## config.mk

```make
export PLATFORM = sky130hd
export DESIGN_NAME = systolic_skew_buf_flat
export DESIGN_NICKNAME = d
export VERILOG_FILES = /design/src/rtl/systolic_skew_buf_pkg.sv /design/src/rtl/systolic_skew_buf_if.sv /design/src/rtl/systolic_skew_buf_lane.sv /design/src/rtl/systolic_skew_buf.sv /design/src/flat_wrapper.sv
export SDC_FILE = /design/constraint.sdc
export NUM_CORES = 1
export LEC_CHECK = 0
export BUFFER_PORTS_ARGS = -buffer_cell sky130_fd_sc_hd__buf_2
export CORE_UTILIZATION = 54
export CTS_BUF_LIST = sky130_fd_sc_hd__clkbuf_4 sky130_fd_sc_hd__clkbuf_8
export DETAILED_ROUTE_END_ITERATION = 10
export GPL_ROUTABILITY_DRIVEN = 0
export HOLD_SLACK_MARGIN = 0.1
export PLACE_DENSITY = 0.72
export SLEW_MARGIN = 20
export SYNTH_ARGS = -nofsm -noshare
export SYNTH_HDL_FRONTEND = slang
export SYNTH_SLANG_ARGS = --single-unit
```

## constraint.sdc

```tcl
create_clock -name clk -period 2.25 [get_ports clk]
set_input_delay 0.5625 -clock clk [delete_from_list [all_inputs] [get_ports clk]]
set_output_delay 0.5625 -clock clk [all_outputs]
set_load 0.005 [all_outputs]
```

## src/rtl/systolic_skew_buf_pkg.sv

```systemverilog
// -----------------------------------------------------------------------------
// systolic_pkg
// Shared definitions for the systolic array operand loaders and result
// deskewer: default element width and array dimension, the signed element
// type, and the lane delay function that produces the parallelogram schedule.
// -----------------------------------------------------------------------------
package systolic_pkg;

    localparam int DEFAULT_BITS_AB = 8;
    localparam int DEFAULT_DIM     = 8;

    typedef logic signed [DEFAULT_BITS_AB-1:0] elem_t;

    // Delay of lane i. skew_dir 0 makes lane 0 the shortest (input skew),
    // skew_dir 1 makes lane dim-1 the shortest (output deskew).
    function automatic int lane_depth(input int i, input int base_depth,
                                      input int dim, input int skew_dir);
        return (skew_dir == 0) ? (base_depth + i) : (base_depth + (dim - 1 - i));
    endfunction

endpackage

```

## src/rtl/systolic_skew_buf_if.sv

```systemverilog
// -----------------------------------------------------------------------------
// systolic_skew_buf_if
// Control and data bundle of the skew buffer.
//   en, flush, valid_in, Bin : driven by the loader (master)
//   Bout, valid_out          : per-lane tail data / valid
//   busy, inflight           : occupancy status
// Bin/Bout elements are two's-complement values of BITS_AB bits each;
// element i sits at Bin[i] / Bout[i].
// -----------------------------------------------------------------------------
interface systolic_skew_buf_if
    import systolic_pkg::*;
#(
    parameter int BITS_AB    = DEFAULT_BITS_AB,
    parameter int DIM        = DEFAULT_DIM,
    parameter int BASE_DEPTH = DIM
);
    localparam int CNT_W = $clog2(BASE_DEPTH + DIM + 1);

    logic                          en;
    logic                          flush;
    logic                          valid_in;
    logic [DIM-1:0][BITS_AB-1:0]   Bin;
    logic [DIM-1:0][BITS_AB-1:0]   Bout;
    logic [DIM-1:0]                valid_out;
    logic                          busy;
    logic [CNT_W-1:0]              inflight;

    modport master (
        output en, flush, valid_in, Bin,
        input  Bout, valid_out, busy, inflight
    );

    modport slave (
        input  en, flush, valid_in, Bin,
        output Bout, valid_out, busy, inflight
    );

endinterface

```

## src/rtl/systolic_skew_buf_lane.sv

```systemverilog
// -----------------------------------------------------------------------------
// skew_lane
// One lane of the skew buffer: a DEPTH-stage chain of {valid, data}.
//   clk, rst_n : clock, asynchronous active-low reset
//   en         : shift enable (0 holds every stage)
//   flush      : synchronous clear, wins over en
//   vin, din   : stage-0 load value
//   vout, dout : tail valid and tail data (data forced to 0 when not valid)
//   any_valid  : some stage of this lane holds a valid element
// -----------------------------------------------------------------------------
module skew_lane
    import systolic_pkg::*;
#(
    parameter int DEPTH   = 1,
    parameter int BITS_AB = DEFAULT_BITS_AB
) (
    input  logic               clk,
    input  logic               rst_n,
    input  logic               en,
    input  logic               flush,
    input  logic               vin,
    input  logic [BITS_AB-1:0] din,
    output logic               vout,
    output logic [BITS_AB-1:0] dout,
    output logic               any_valid
);

    logic [DEPTH-1:0]              valid_q;
    logic [DEPTH-1:0][BITS_AB-1:0] data_q;

    // Bubbles are stored as {0,0} so no stale operand ever sits in the chain.
    always_ff @(posedge clk or negedge rst_n) begin
        if (!rst_n) begin
            valid_q <= '0;
            data_q  <= '0;
        end else if (flush) begin
            valid_q <= '0;
            data_q  <= '0;
        end else if (en) begin
            valid_q[0] <= vin;
            data_q[0]  <= vin ? din : '0;
            for (int k = 1; k < DEPTH; k++) begin
                valid_q[k] <= valid_q[k-1];
                data_q[k]  <= data_q[k-1];
            end
        end
    end

    assign vout      = valid_q[DEPTH-1];
    assign dout      = valid_q[DEPTH-1] ? data_q[DEPTH-1] : '0;
    assign any_valid = |valid_q;

endmodule

```

## src/rtl/systolic_skew_buf.sv

```systemverilog
// -----------------------------------------------------------------------------
// systolic_skew_buf
// Valid-tracked skew buffer feeding one operand matrix into the systolic MAC
// array. Lane i delays its element by lane_depth(i) enabled cycles.
//   clk   : clock, all state on rising edge
//   rst_n : asynchronous active-low reset
//   bus   : slave side of systolic_skew_buf_if (en, flush, valid_in, Bin in;
//           Bout, valid_out, busy, inflight out)
// -----------------------------------------------------------------------------
module systolic_skew_buf
    import systolic_pkg::*;
#(
    parameter int BITS_AB    = DEFAULT_BITS_AB,
    parameter int DIM        = DEFAULT_DIM,
    parameter int BASE_DEPTH = DIM,
    parameter int SKEW_DIR   = 0
) (
    input  logic               clk,
    input  logic               rst_n,
    systolic_skew_buf_if.slave bus
);

    localparam int CNT_W     = $clog2(BASE_DEPTH + DIM + 1);
    localparam int LONG_LANE = (SKEW_DIR == 0) ? (DIM - 1) : 0;
    localparam logic [CNT_W-1:0] CNT_ONE = CNT_W'(1);

    logic [DIM-1:0]              tail_valid;
    logic [DIM-1:0][BITS_AB-1:0] tail_data;
    logic [DIM-1:0]              lane_busy;
    logic [CNT_W-1:0]            inflight_q;

    for (genvar i = 0; i < DIM; i++) begin : g_lane
        skew_lane #(
            .DEPTH   (lane_depth(i, BASE_DEPTH, DIM, SKEW_DIR)),
            .BITS_AB (BITS_AB)
        ) u_lane (
            .clk       (clk),
            .rst_n     (rst_n),
            .en        (bus.en),
            .flush     (bus.flush),
            .vin       (bus.valid_in),
            .din       (bus.Bin[i]),
            .vout      (tail_valid[i]),
            .dout      (tail_data[i]),
            .any_valid (lane_busy[i])
        );
    end

    // The longest lane sees every accepted vector last, so counting entries
    // into stage 0 against exits from its tail gives the vectors in flight.
    // Simultaneous accept and exit leave the count unchanged; the count is
    // bounded by the longest lane depth and cannot wrap.
    always_ff @(posedge clk or negedge rst_n) begin
        if (!rst_n) begin
            inflight_q <= '0;
        end else if (bus.flush) begin
            inflight_q <= '0;
        end else if (bus.en) begin
            case ({bus.valid_in, tail_valid[LONG_LANE]})
                2'b10:   inflight_q <= inflight_q + CNT_ONE;
                2'b01:   inflight_q <= inflight_q - CNT_ONE;
                default: inflight_q <= inflight_q;
            endcase
        end
    end

    assign bus.Bout      = tail_data;
    assign bus.valid_out = tail_valid;
    assign bus.busy      = |lane_busy;
    assign bus.inflight  = inflight_q;

endmodule

```

## src/flat_wrapper.sv

```systemverilog
// flat-port wrapper written by rule: the top's interface ports become plain ports
module systolic_skew_buf_flat import systolic_pkg::*;
#(
    parameter int BITS_AB    = DEFAULT_BITS_AB,
    parameter int DIM        = DEFAULT_DIM,
    parameter int BASE_DEPTH = DIM,
    parameter int SKEW_DIR   = 0
)
  (clk, rst_n, bus_en, bus_flush, bus_valid_in, bus_Bin, bus_Bout, bus_valid_out, bus_busy, bus_inflight);
  systolic_skew_buf_if #(.BITS_AB(BITS_AB), .DIM(DIM), .BASE_DEPTH(BASE_DEPTH)) bus_i ();
  input  logic clk;
  input  logic rst_n;
  input wire logic [$bits(bus_i.en)-1:0] bus_en;
  input wire logic [$bits(bus_i.flush)-1:0] bus_flush;
  input wire logic [$bits(bus_i.valid_in)-1:0] bus_valid_in;
  input wire logic [$bits(bus_i.Bin)-1:0] bus_Bin;
  output wire logic [$bits(bus_i.Bout)-1:0] bus_Bout;
  output wire logic [$bits(bus_i.valid_out)-1:0] bus_valid_out;
  output wire logic [$bits(bus_i.busy)-1:0] bus_busy;
  output wire logic [$bits(bus_i.inflight)-1:0] bus_inflight;
  assign bus_i.en = bus_en;
  assign bus_i.flush = bus_flush;
  assign bus_i.valid_in = bus_valid_in;
  assign bus_i.Bin = bus_Bin;
  assign bus_Bout = bus_i.Bout;
  assign bus_valid_out = bus_i.valid_out;
  assign bus_busy = bus_i.busy;
  assign bus_inflight = bus_i.inflight;
  systolic_skew_buf #(.BITS_AB(BITS_AB), .DIM(DIM), .BASE_DEPTH(BASE_DEPTH), .SKEW_DIR(SKEW_DIR)) u_core (.clk(clk), .rst_n(rst_n), .bus(bus_i));
endmodule
```

==> results of run 1 <==
-- power groups by stage --
stage	registers (mW)	clock network, mW	logic, mW
after floorplan	14.0	0	0.845
after global placement	14.0	0	1.46
after detailed placement	14.0	0	1.49
after CTS	13.7	12.7	1.58
after global routing	13.7	13.3	1.70
final	13.7	12.4	1.55
-- Yosys cell counts, types with 3 or more instances --
library cell  instances  area (um^2)
buf_4                59          443
and2_1               65          407
dfrtp_1             756        18900
nor2_1              692         2600
nand2_1               4         15.0
nor4_1                3         18.8
buf_1                 9         33.8
a21oi_1               3         15.0
a22o_1               64          561
clkbuf_1             77          289
buf_2                40          200
mux2i_1             687         6880
-- registers in the layout, summed over array words and instances, names as in the netlist --
register,cells
u_core.g_lane.u_lane.data_q,736
u_core.bus.inflight,5
u_core.g_lane.u_lane.valid_q,15
-- cell type report --
type / instances / area share
diodes: 1 / 0.0000697
clock buffers: 206 / 0.0706
clock inverters: 8 / 0.00282
multi-input cells: 1539 / 0.299
flip-flops and latches: 756 / 0.527
well taps: 748 / 0.0261
repair buffers: 311 / 0.0745
-- metrics by stage --
step           setup slack [ns]   util  power [mW]  hold slack [ns]  cells
2_1_floorplan             0.221      -        14.8            0.267   2480
3_3_place_gp             0.0565  0.585        15.4            0.486   3286
3_5_place_dp             0.0769  0.585        15.5            0.493   3286
4_1_cts                  -0.262  0.646        28.1            0.146   3568
5_1_grt                  -0.276  0.646        28.8            0.178   3569
6_report                 -0.171  0.646        27.7            0.202   3569
-- worst max path at each step --
stage,slack (ns),to,from
finish,-0.17,bus_busy,u_core.g_lane[7].u_lane.valid_q[13]
global route,-0.28,bus_busy,u_core.g_lane[7].u_lane.valid_q[0]
CTS,-0.26,bus_busy,u_core.g_lane[7].u_lane.valid_q[0]
detailed placement,0.08,u_core.bus.inflight[4],bus_valid_in
global placement,0.06,u_core.bus.inflight[4],bus_valid_in
floorplan,0.22,u_core.bus.inflight[4],bus_valid_in
-- routing by layer --
metal | vias up | part of all wire
li1 | 8827 | -
met1 | 9340 | 0.47
met2 | 293 | 0.47
met3 | 94 | 0.036
met4 | 0 | 0.025
met5 | - | 0
-- repair_timing --
item / CTS / global route
setup buffers: 3 / 1
pin swaps: 3 / 1
gates resized for setup: 10 / 9
endpoints found under the setup margin: 6 / 14
hold buffers: 65 / 0
hold endpoints to repair: 174 / 0
-- cells by family after synthesis --
logic type                 share of synthesized area
AOI/OAI and AO/OA                             0.0211
and+or+nand+nor                                0.101
xor gates and xnor gates                    0.000860
muxes                                          0.225
buffers and inverters                         0.0316
DFF                                            0.619
adders and majority gates                   0.000819
==> out/metrics.csv, run 1 <==
stage;metric;value;unit
sta;Worst Clk Skew;0.0337;ns
setup_path;cell at the slowest stage of the critical path;dfrtp_1;
grt;met2 Usage GRT;0.329;
setup_path;Worst Path Required;1.69;ns
finish;multi-input gate area in the final layout;0.0107;mm^2
setup_path;CP bufs+invs;1;
power_and_ir_drop;Logic pwr share;0.056;
setup_path;Crit Path Max Fanout;2;
detailed_routing;via count;18600;
job;max_cap viols;0;
floorplanning;Die H;240;um
placed_design;Port Buf Inserts;146;
detailed_routing;Routed Antenna Nets;0;
grt;number of global-route vias before repair;19200;
finish;Design Area, Final;0.0359;mm^2
setup_path;Reg-to-Reg Start;u_core.g_lane[7].u_lane.valid_q[14];
detailed_routing;DR DRC count;0;
setup_path;crit-path leading delay family;simple AND/OR/NAND/NOR gates;
placed_design;DP Area;0.0325;mm^2
setup_path;worst r2r dst;u_core.bus.inflight[4];
clock_network;Clock Latency Late Sink;0.72;ns
hold_path;worst hold path depth;2;
setup_path;cell count along the critical path;3;
floorplanning;die area;0.0575;mm^2
clock_network;# H-tree levels;3;
finish;fillcell total;4254;
sta;RSZ-0062 raised after global routing;yes;
synthesis;syn_nets;2551;
power_and_ir_drop;NetSw;6.15;mW
power_and_ir_drop;P_int;21.5;mW
clock_network;Num CTS Buffers;119;
sta;maximum clock frequency;413;MHz
floorplanning;Initial Utilization;0.550;
power_and_ir_drop;Sw Ratio;0.222;
grt;total grt overflow;0;
sta;Tmin final;2.42;ns
power_and_ir_drop;VDD IR-drop max;0.435;mV
synthesis;yosys warns;0;
power_and_ir_drop;Power Density;772;mW/mm^2
setup_path;R2R cell count;6;
setup_path;Worst Setup End Kind;primary output;
setup_path;Arrival @ worst endpoint;1.86;ns
finish;share of cells above drive strength 1;0.167;
grt;GRT Resource Usage Total;0.207;
sta;setup ws final;-0.171;ns
finish;FF/Latch Area;0.0189;mm^2
finish;most frequent cells in the layout;756 x dfrtp_1, 690 x nor2_1, 687 x mux2i_1;
finish;commonest non-fill, non-tap cell in the layout;dfrtp_1;
setup_path;CP Class;register to primary output;
hold_path;Hold Crit Start;bus_flush;
grt;largest net degree at the start of global routing;120;
sta;Slew Limit Fails;0;
clock_network;CTS tree;yes;
detailed_routing;drt total wl;57200;um
outcome;outcome;complete, but fails checks;
grt;initial antenna violation count;1;
sta;final worst-path cycle share;1.08;
detailed_routing;drt initial violations;1311;
clock_network;clk root buf;clkbuf_8;
setup_path;CP Launch Type;register;
finish;area growth from synthesis to layout;17.5;%
floorplanning;Core Area;0.0555;mm^2
floorplanning;I/O pins;147;
synthesis;asr flop ratio synth;1.00;
detailed_routing;DRT Pass-1 Iters;5;
detailed_routing;DR WL/cell;16.0;um
hold_path;Hold Crit Endpoint;u_core.g_lane[3].u_lane.data_q[14];
floorplanning;Die X-Extent;240;um
floorplanning;row cnt;86;
synthesis;Post-synth EDFFs;0;
grt;met3 usage;0.0376;
setup_path;crit-path cells;nor4_2, nand4_1, buf_2;
detailed_routing;Vias/cell;5.20;
sta;Setup TNS;-0.171;ns
synthesis;post-synthesis sequential area ratio;0.619;
synthesis;Syn Std Cell Area;0.0305;mm^2
placed_design;DP HPWL;34500;um
synthesis;Synth cell types;27;
synthesis;ys flop type;dfrtp_1;
sta;final setup violation count;1;
sta;Fin. Hold Viols;0;
grt;Most Crowded Layer GR;met2;
setup_path;worst reg2reg setup slack;0.33;ns
outcome;failing checks;setup timing;
sta;worst slew pin tran;0.640;ns
grt;GR Layer Usage met1;0.286;
synthesis;flip-flop and latch count after synthesis;756;
clock_network;CTS Sinks;756;
synthesis;Syn Inst Count;2480;
sta;Slew headroom;0.573;
setup_path;max incr delay on CP;0.40;ns
grt;first-pass GRT wire length;96600;um
finish;Net count, final;2798;
clock_network;Worst-path clk slew;0.06;ns
synthesis;Mean Syn Cell Area;12.3;um^2
clock_network;Max clock buf depth;3;
power_and_ir_drop;Lkg Pwr;19.1;nW
power_and_ir_drop;Clk pwr share;0.447;
hold_path;HP Class;input pin to register;
power_and_ir_drop;Reg power frac;0.496;
Note: power is estimated with default switching activity, not from simulation.
==> run 2: changes to the inputs <==
==> constraint.sdc (replaced) <==
create_clock -name clk -period 2.25 [get_ports clk]
set_input_delay 0.5625 -clock clk [delete_from_list [all_inputs] [get_ports clk]]
set_output_delay 0.5625 -clock clk [all_outputs]
set_load 0.01 [all_outputs]
==> run 2 against run 1 <==
Compared with the run above: the run still ends with setup timing left; largest power group unchanged; via count fell by 0.83%; hold slack improved by 0.024 ns; clock skew down 0.0055 ns; sequential cell count unchanged; first-iteration DRC count fell by 24%; critical path depth stayed put; core utilization fell by 0.29 points; cell area decreased by 0.45%; clock power about the same; worst setup slack better by 0.0062 ns; combinational power barely moved.
==> out/metrics.csv, run 2 (synthesis gave the netlist of run 1 again) <==
stage;metric;value;unit
setup_path;Crit Path Max Fanout;3;
setup_path;Worst Setup End Kind;primary output;
power_and_ir_drop;Lkg Pwr;19.0;nW
detailed_routing;DR DRC count;0;
detailed_routing;drt total wl;56800;um
floorplanning;Core Area;0.0555;mm^2
grt;met3 usage;0.0361;
grt;number of global-route vias before repair;19000;
clock_network;CTS tree;yes;
detailed_routing;DRT Pass-1 Iters;5;
setup_path;worst reg2reg setup slack;0.14;ns
sta;Slew Limit Fails;0;
hold_path;HP Class;input pin to register;
outcome;outcome;complete, but fails checks;
floorplanning;die area;0.0575;mm^2
clock_network;clk root buf;clkbuf_8;
sta;Worst Clk Skew;0.0283;ns
sta;Tmin final;2.41;ns
sta;setup ws final;-0.165;ns
sta;RSZ-0062 raised after global routing;yes;
grt;Most Crowded Layer GR;met2;
finish;fillcell total;4271;
detailed_routing;via count;18400;
setup_path;CP Class;register to primary output;
hold_path;Hold Crit Endpoint;u_core.g_lane[3].u_lane.data_q[18];
clock_network;Clock Latency Late Sink;0.70;ns
sta;Fin. Hold Viols;0;
setup_path;worst r2r dst;u_core.bus.inflight[4];
grt;first-pass GRT wire length;96200;um
hold_path;Hold Crit Start;bus_flush;
finish;FF/Latch Area;0.0189;mm^2
grt;GRT Resource Usage Total;0.205;
clock_network;Max clock buf depth;3;
placed_design;DP HPWL;34500;um
detailed_routing;Routed Antenna Nets;0;
finish;commonest non-fill, non-tap cell in the layout;dfrtp_1;
detailed_routing;drt initial violations;996;
floorplanning;Die H;240;um
grt;largest net degree at the start of global routing;112;
detailed_routing;Vias/cell;5.18;
setup_path;Worst Path Required;1.69;ns
setup_path;Arrival @ worst endpoint;1.85;ns
grt;total grt overflow;0;
finish;Biggest register;u_core.g_lane.u_lane.data_q;
placed_design;Placed Cells;3276;
sta;final worst-path cycle share;1.07;
floorplanning;I/O pins;147;
grt;initial antenna violation count;2;
finish;multi-input gate area in the final layout;0.0107;mm^2
hold_path;worst hold path depth;2;
placed_design;Port Buf Inserts;146;
sta;worst slew pin tran;0.624;ns
finish;Net count, final;2789;
floorplanning;Initial Utilization;0.550;
finish;area growth from synthesis to layout;16.9;%
power_and_ir_drop;VDD IR-drop max;0.580;mV
grt;met2 Usage GRT;0.327;
grt;GR Layer Usage met1;0.281;
finish;share of cells above drive strength 1;0.162;
sta;maximum clock frequency;414;MHz
clock_network;CTS Sinks;756;
floorplanning;Die X-Extent;240;um
sta;final setup violation count;1;
power_and_ir_drop;Power Density;766;mW/mm^2
setup_path;CP Launch Type;register;
job;max_cap viols;0;
setup_path;Reg-to-Reg Start;u_core.g_lane[7].u_lane.valid_q[14];
detailed_routing;DR WL/cell;16.0;um
clock_network;Worst-path clk slew;0.06;ns
outcome;failing checks;setup timing;
finish;number of flip-flops in the largest register;736;
floorplanning;row cnt;86;
sta;Slew headroom;0.584;
clock_network;Num CTS Buffers;121;
placed_design;DP Worst Slack;-0.0366;ns
setup_path;R2R cell count;7;
finish;most frequent cells in the layout;756 x dfrtp_1, 690 x nor2_1, 687 x mux2i_1;
clock_network;# H-tree levels;3;
finish;Non-Filler Instances;3555;
[run 2: report_power, final]
| group | switching (mW) | leakage [nW] | internal [mW] |
|---|---|---|---|
| Combinational | 0.933 | 7.11 | 0.607 |
| Clock | 5.16 | 1.37 | 6.91 |
| Sequential | 0.0572 | 10.5 | 13.7 |
[run 2: metrics by stage]
stage / hold WS, ns / setup TNS [ns] / cell area (um^2) / power (mW) / utilization
CTS: 0.168 / -0.336 / 35700 / 27.7 / 0.643
global placement: 0.488 / 0 / 32400 / 15.4 / 0.584
detailed placement: 0.493 / -0.0366 / 32400 / 15.5 / 0.584
finish: 0.227 / -0.165 / 35700 / 27.4 / 0.643
global route: 0.207 / -0.338 / 35700 / 28.5 / 0.643
floorplan: 0.267 / 0 / 30500 / 14.8 / -
[run 2: layer usage]
metal	vias up	wire length [um]
met5	-	0
met4	0	1420
met3	85	2000
met2	288	26700
met1	9224	26600
li1	8803	-
[run 2: worst max-delay path: stages, from the launching register on]
cell and delay [ns]:
dfrtp_1 0.39, nor4_1 0.30, nand4_1 0.25, buf_2 0.22
[run 2: repair_timing]
| item | CTS | global route |
|---|---|---|
| pin swaps | 3 | 1 |
| setup buffers | 3 | 0 |
| endpoints found under the hold margin | 146 | 0 |
| hold buffers | 65 | 0 |
| setup endpoints to repair | 11 | 6 |
| gates resized for setup | 5 | 4 |
[run 2: worst max-delay path by stage]
stage	start	to	slack (ns)	cells past startpoint
final	u_core.g_lane[7].u_lane.valid_q[0]	bus_busy	-0.16	3
after global routing	u_core.g_lane[7].u_lane.valid_q[3]	bus_busy	-0.29	3
after CTS	u_core.g_lane[7].u_lane.valid_q[13]	bus_busy	-0.31	3
after detailed placement	bus_valid_in	u_core.bus.inflight[4]	-0.04	7
after global placement	bus_valid_in	u_core.bus.inflight[4]	0.04	7
after floorplan	bus_valid_in	u_core.bus.inflight[4]	0.22	7
[run 2: area by class of cell]
cell class,instances,area share
multi-input combinational,1539,0.300
antenna,2,0.000140
sequential,756,0.530
timing repair buffer,300,0.0725
tap,748,0.0262
clock buffer,193,0.0681
clock inverter,17,0.00361
